===== config.mk =====
export PLATFORM = sky130hd
export DESIGN_NAME = tft_power_sequencer
export DESIGN_NICKNAME = d
export VERILOG_FILES = /design/src/rtl/tft_power_sequencer.sv
export SDC_FILE = /design/constraint.sdc
export NUM_CORES = 1
export LEC_CHECK = 0
export ABC_CLOCK_PERIOD_IN_PS = 6400
export CORE_MARGIN = 2
export CORE_UTILIZATION = 30
export DETAILED_ROUTE_END_ITERATION = 7
export GPL_TIMING_DRIVEN = 0
export HOLD_SLACK_MARGIN = 0.05
export PLACE_DENSITY = 0.49
export SLEW_MARGIN = 20
export SYNTH_ARGS = -nofsm -noshare
export SYNTH_HDL_FRONTEND = slang
export SYNTH_SLANG_ARGS = --single-unit

===== constraint.sdc =====
create_clock -name cclk -period 6.4 [get_ports cclk]
set_clock_uncertainty 0.15 [all_clocks]
set_input_delay 0.64 -clock cclk [delete_from_list [all_inputs] [get_ports cclk]]
set_output_delay 0.64 -clock cclk [all_outputs]
set_load 0.02 [all_outputs]

===== src/rtl/tft_power_sequencer.sv =====
// rtl/tft_power_sequencer.sv - TFT panel power-up/power-down sequencer (optional frame watchdog: TFT_PWR_WATCHDOG_EN)
module tft_power_sequencer #(
    parameter int unsigned T_VDD         = 2000,
    parameter int unsigned T_CLK         = 1000,
    parameter int unsigned BL_FRAMES     = 10,
    parameter int unsigned FRAME_TIMEOUT = 1000000,
    parameter int unsigned CNT_W         = 32
) (
    input  logic       cclk,
    input  logic       rst,
    input  logic       power_req,
    input  logic       new_frame,
    output logic       tft_vdd,
    output logic       tft_clk_ena,
    output logic       tft_display,
    output logic       tft_backlight_ena,
    output logic       ready,
    output logic       busy,
    output logic [2:0] state,
    output logic       fault
);

    typedef enum logic [2:0] {
        S_OFF        = 3'd0,
        S_VDD_UP     = 3'd1,
        S_CLK_UP     = 3'd2,
        S_WAIT_FRAME = 3'd3,
        S_BL_WAIT    = 3'd4,
        S_ON         = 3'd5,
        S_PWR_DN     = 3'd6,
        S_VDD_DN     = 3'd7
    } state_t;

`ifdef TFT_PWR_WATCHDOG_EN
    localparam bit L_WD_EN = 1'b1;
`else
    localparam bit L_WD_EN = 1'b0;
`endif

    // Last counter value of each timed state: a state lasting N cycles sees counts 0..N-1
    localparam logic [CNT_W-1:0] L_VDD_LAST = CNT_W'(T_VDD - 1);
    localparam logic [CNT_W-1:0] L_CLK_LAST = CNT_W'(T_CLK - 1);
    localparam logic [CNT_W-1:0] L_TO_LAST  = CNT_W'(FRAME_TIMEOUT - 1);
    localparam int unsigned      L_FR_W     = (BL_FRAMES > 1) ? $clog2(BL_FRAMES) : 1;
    localparam logic [L_FR_W-1:0] L_FR_LAST = L_FR_W'(BL_FRAMES - 1);

    state_t             r_state;
    logic [5:0]         r_out;     // {vdd, clk_ena, display, backlight, ready, busy}
    logic [CNT_W-1:0]   r_cnt;     // delay counter; doubles as frame watchdog in frame-wait states
    logic [L_FR_W-1:0]  r_frames;  // counted new_frame pulses while in BL_WAIT
    logic               r_fault;

    // Output pattern for a given state, registered alongside the state itself
    function automatic logic [5:0] f_outs(input state_t s);
        case (s)
            S_OFF:        f_outs = 6'b0000_00;
            S_VDD_UP:     f_outs = 6'b1000_01;
            S_CLK_UP:     f_outs = 6'b1100_01;
            S_WAIT_FRAME: f_outs = 6'b1100_01;
            S_BL_WAIT:    f_outs = 6'b1110_01;
            S_ON:         f_outs = 6'b1111_10;
            S_PWR_DN:     f_outs = 6'b1100_01;
            S_VDD_DN:     f_outs = 6'b1000_01;
            default:      f_outs = 6'b0000_00;
        endcase
    endfunction

    // Sequencer FSM: power-down requests take priority over delays and frame events
    always_ff @(posedge cclk) begin
        if (rst) begin
            r_state  <= S_OFF;
            r_out    <= 6'b0;
            r_cnt    <= '0;
            r_frames <= '0;
            r_fault  <= 1'b0;
        end else begin
            r_cnt <= r_cnt + 1'b1;
            case (r_state)
                S_OFF: begin
                    if (power_req && !r_fault) begin
                        r_state <= S_VDD_UP;
                        r_out   <= f_outs(S_VDD_UP);
                        r_cnt   <= '0;
                    end
                end
                S_VDD_UP: begin
                    if (!power_req) begin
                        r_state <= S_VDD_DN;
                        r_out   <= f_outs(S_VDD_DN);
                        r_cnt   <= '0;
                    end else if (r_cnt == L_VDD_LAST) begin
                        r_state <= S_CLK_UP;
                        r_out   <= f_outs(S_CLK_UP);
                        r_cnt   <= '0;
                    end
                end
                S_CLK_UP: begin
                    if (!power_req) begin
                        r_state <= S_PWR_DN;
                        r_out   <= f_outs(S_PWR_DN);
                        r_cnt   <= '0;
                    end else if (r_cnt == L_CLK_LAST) begin
                        r_state <= S_WAIT_FRAME;
                        r_out   <= f_outs(S_WAIT_FRAME);
                        r_cnt   <= '0;
                    end
                end
                S_WAIT_FRAME: begin
                    if (!power_req) begin
                        r_state <= S_PWR_DN;
                        r_out   <= f_outs(S_PWR_DN);
                        r_cnt   <= '0;
                    end else if (new_frame) begin
                        r_state  <= S_BL_WAIT;
                        r_out    <= f_outs(S_BL_WAIT);
                        r_cnt    <= '0;
                        r_frames <= '0;
                    end else if (L_WD_EN && r_cnt == L_TO_LAST) begin
                        r_state <= S_PWR_DN;
                        r_out   <= f_outs(S_PWR_DN);
                        r_cnt   <= '0;
                        r_fault <= 1'b1;
                    end
                end
                S_BL_WAIT: begin
                    if (!power_req) begin
                        r_state <= S_PWR_DN;
                        r_out   <= f_outs(S_PWR_DN);
                        r_cnt   <= '0;
                    end else if (new_frame) begin
                        r_cnt <= '0;
                        if (r_frames == L_FR_LAST) begin
                            r_state <= S_ON;
                            r_out   <= f_outs(S_ON);
                        end else begin
                            r_frames <= r_frames + 1'b1;
                        end
                    end else if (L_WD_EN && r_cnt == L_TO_LAST) begin
                        r_state <= S_PWR_DN;
                        r_out   <= f_outs(S_PWR_DN);
                        r_cnt   <= '0;
                        r_fault <= 1'b1;
                    end
                end
                S_ON: begin
                    if (!power_req) begin
                        r_state <= S_PWR_DN;
                        r_out   <= f_outs(S_PWR_DN);
                        r_cnt   <= '0;
                    end
                end
                S_PWR_DN: begin
                    if (r_cnt == L_CLK_LAST) begin
                        r_state <= S_VDD_DN;
                        r_out   <= f_outs(S_VDD_DN);
                        r_cnt   <= '0;
                    end
                end
                S_VDD_DN: begin
                    if (r_cnt == L_VDD_LAST) begin
                        r_state <= S_OFF;
                        r_out   <= f_outs(S_OFF);
                        r_cnt   <= '0;
                    end
                end
                default: begin
                    r_state <= S_OFF;
                    r_out   <= f_outs(S_OFF);
                    r_cnt   <= '0;
                end
            endcase
        end
    end

    assign tft_vdd           = r_out[5];
    assign tft_clk_ena       = r_out[4];
    assign tft_display       = r_out[3];
    assign tft_backlight_ena = r_out[2];
    assign ready             = r_out[1];
    assign busy              = r_out[0];
    assign state             = r_state;
    assign fault             = r_fault;

endmodule

==> flow_summary.json <==
{
  "status": "completed",
  "num_vias": 1840,
  "synth_area_per_cell_sq_um": 8.36,
  "syn_to_final_growth_pct": 14.6,
  "fp.coreArea_sq_mm": 0.00721,
  "synthTopCellsByCount": "45 x nor2_1, 44 x dfxtp_1, 21 x nand2_1",
  "fin_tns_setup_ps": 0,
  "design.die.area_sq_mm": 0.00814,
  "power_density_mw_per_mm2": 287,
  "netlist.area_leader.share": 0.395,
  "seq_area_frac_synth": 0.395,
  "dpl.hpwl_um": 3330,
  "ctsResizeCount": 0,
  "synth_cell_types": 46,
  "leakage_uw": 0.000831,
  "startpoint_type": "primary input",
  "layout.nets": 293,
  "path_max_fanout": 10,
  "synth_edf_count": 0,
  "cp.required_ps": 6490,
  "track_usage": 0.117,
  "async_flop_share": 0,
  "synth_cells": 267,
  "period_minus_slack_ps": 2610,
  "path_clk_slew_ps": 90,
  "clock-sinks": 44,
  "hold_path_class": "reg -> reg",
  "cts_tree": "done",
  "grt_pass1_wl_um": 7980,
  "worstPathArrival_ps": 2700,
  "drv_slew": 0,
  "hold_viol_final": 0,
  "grt_pass1_vias": 1659,
  "period_share": 0.408,
  "cap_viol_max_count": 0,
  "port_buffers": 12,
  "drtPass1Iterations": 4,
  "rsz0062_at_grt": "no",
  "die_height_um": 90.2,
  "slew_headroom": 0.656,
  "netlist_area_sq_mm": 0.00223,
  "drt-vias-per-instance": 4.78,
  "tightest_slew_ps": 516,
  "gp_congestion": 0.748,
  "path_class": "in -> reg",
  "numCtsBuffers": 5,
  "grt_max_degree": 14,
  "synth_flop_cell": "dfxtp_1",
  "avgRoutedWirePerCell_um": 12.0,
  "fmax_ghz": 0.383,
  "drt-initial-drc-count": 120,
  "yosysMostFrequentCell": "nor2_1",
  "placementRows": 31,
  "setup_viol_count_final": 0,
  "synth-seq-cells": 44,
  "antenna_found_initial": 0,
  "fp.dieW_um": 90.2,
  "drive_gt1_frac": 0.0804,
  "ctsHoldBuffers": 0,
  "root_buffer": "clkbuf_8",
  "top_level_ports": 14,
  "ir_worst_vdd_mv": 0.0747,
  "cts_max_path_buffers": 2,
  "post-route-drc-count": 0,
  "postRouteAntennaNets": 0,
  "htreeDepth": 2,
  "initial_core_util": 0.309,
  "grt-ovfl-total": 0,
  "synth_nets": 274,
  "yosys.area.top_type": "dfxtp_1",
  "wl_um": 4600,
  "crit_path_end_kind": "flip-flop",
  "yosys_warnings": 0,
  "clock_latency_ps": 300,
  "cts_setup_buffers": 0,
  "synthTopCellsByArea": "dfxtp_1 39%, nor2_1 7.6%, xnor2_1 7.5%",
  "p_total_uw": 733,
  "antenna_cells": 0
}
## kinds of logic after synthesis
| family | after synthesis | synth area share |
|---|---|---|
| flip-flops | 44 | 0.395 |
| other | 1 | 0.00168 |
| buffers and inverters | 22 | 0.0443 |
| AND/OR/NAND/NOR | 131 | 0.300 |
| XOR/XNOR | 31 | 0.122 |
| AO/OA/AOI/OAI | 31 | 0.102 |
| adder cells (fa/ha/maj) | 3 | 0.0168 |
| multiplexers | 4 | 0.0185 |
## stage by stage
stage	cells	hold slack, ps	cell area (sq um)	util	setup WS (ps)
after floorplan	267	291	2230	-	4210
final	385	309	2560	0.354	3790
after CTS	385	316	2560	0.354	3780
after detailed placement	378	302	2470	0.343	3480
after global routing	385	334	2560	0.354	3660
after global placement	378	288	2470	0.343	3460
## layer usage
layer	up-vias	wire length (um)	track usage
met2	20	1970	0.173
met1	857	2470	0.168
met4	0	46	0.0346
met5	-	0	0
li1	958	-	-
met3	5	125	0.0277
## critical path: stages
cell and delay, ps:
clkdlybuf4s50_1 510, buf_2 220, inv_1 120, o311ai_1 410
o31ai_4 200, a21o_1 260, buf_2 210, nor2_1 120
## final timing paths
path | from | to | slack, ps | depth (start not counted)
setup / recovery | power_req | r_cnt[18]$_SDFF_PP0_ | 3790 | 8
hold / removal | r_out[5]$_SDFFE_PP0P_ | r_out[5]$_SDFFE_PP0P_ | 310 | 2
setup reg to reg | r_cnt[0]$_SDFF_PP0_ | r_cnt[31]$_SDFF_PP0_ | 3900 | 8
hold reg to reg | r_out[5]$_SDFFE_PP0P_ | r_out[5]$_SDFFE_PP0P_ | 310 | 2
## flip-flops by register name (all words and copies together), names as in the netlist
signal and flops:
r_cnt 32, r_frames 4, r_out 5, state 3
## final cells by class
cell class | count | area, sq um
multi-input cells | 201 | 1250
clock buffers | 5 | 68.8
plain buffers | 13 | 65.1
well taps | 99 | 124
inverters | 9 | 33.8
flip-flops and latches | 44 | 881
repair buffers | 12 | 120
clock inverters | 2 | 12.5
fillers | 783 | 4660
## placed cells by master (no fill, tap or decap), drive strengths merged, types with 4 or more instances in the layout
cell type / count
a21o: 4
a21oi: 11
and2: 4
and3: 5
buf: 8
clkbuf: 10
clkdlybuf4s50: 12
dfxtp: 44
inv: 9
nand2: 21
nand3: 10
nand4: 8
nor2: 45
nor3: 9
nor4: 11
o21ai: 4
xnor2: 19
xor2: 12
## power breakdown
part	internal [uW]	switching, uW
sequential	295	22.1
combinational	101	142
clock	74.1	99.0
total	471	263
Note: power is estimated with default switching activity, not from simulation.
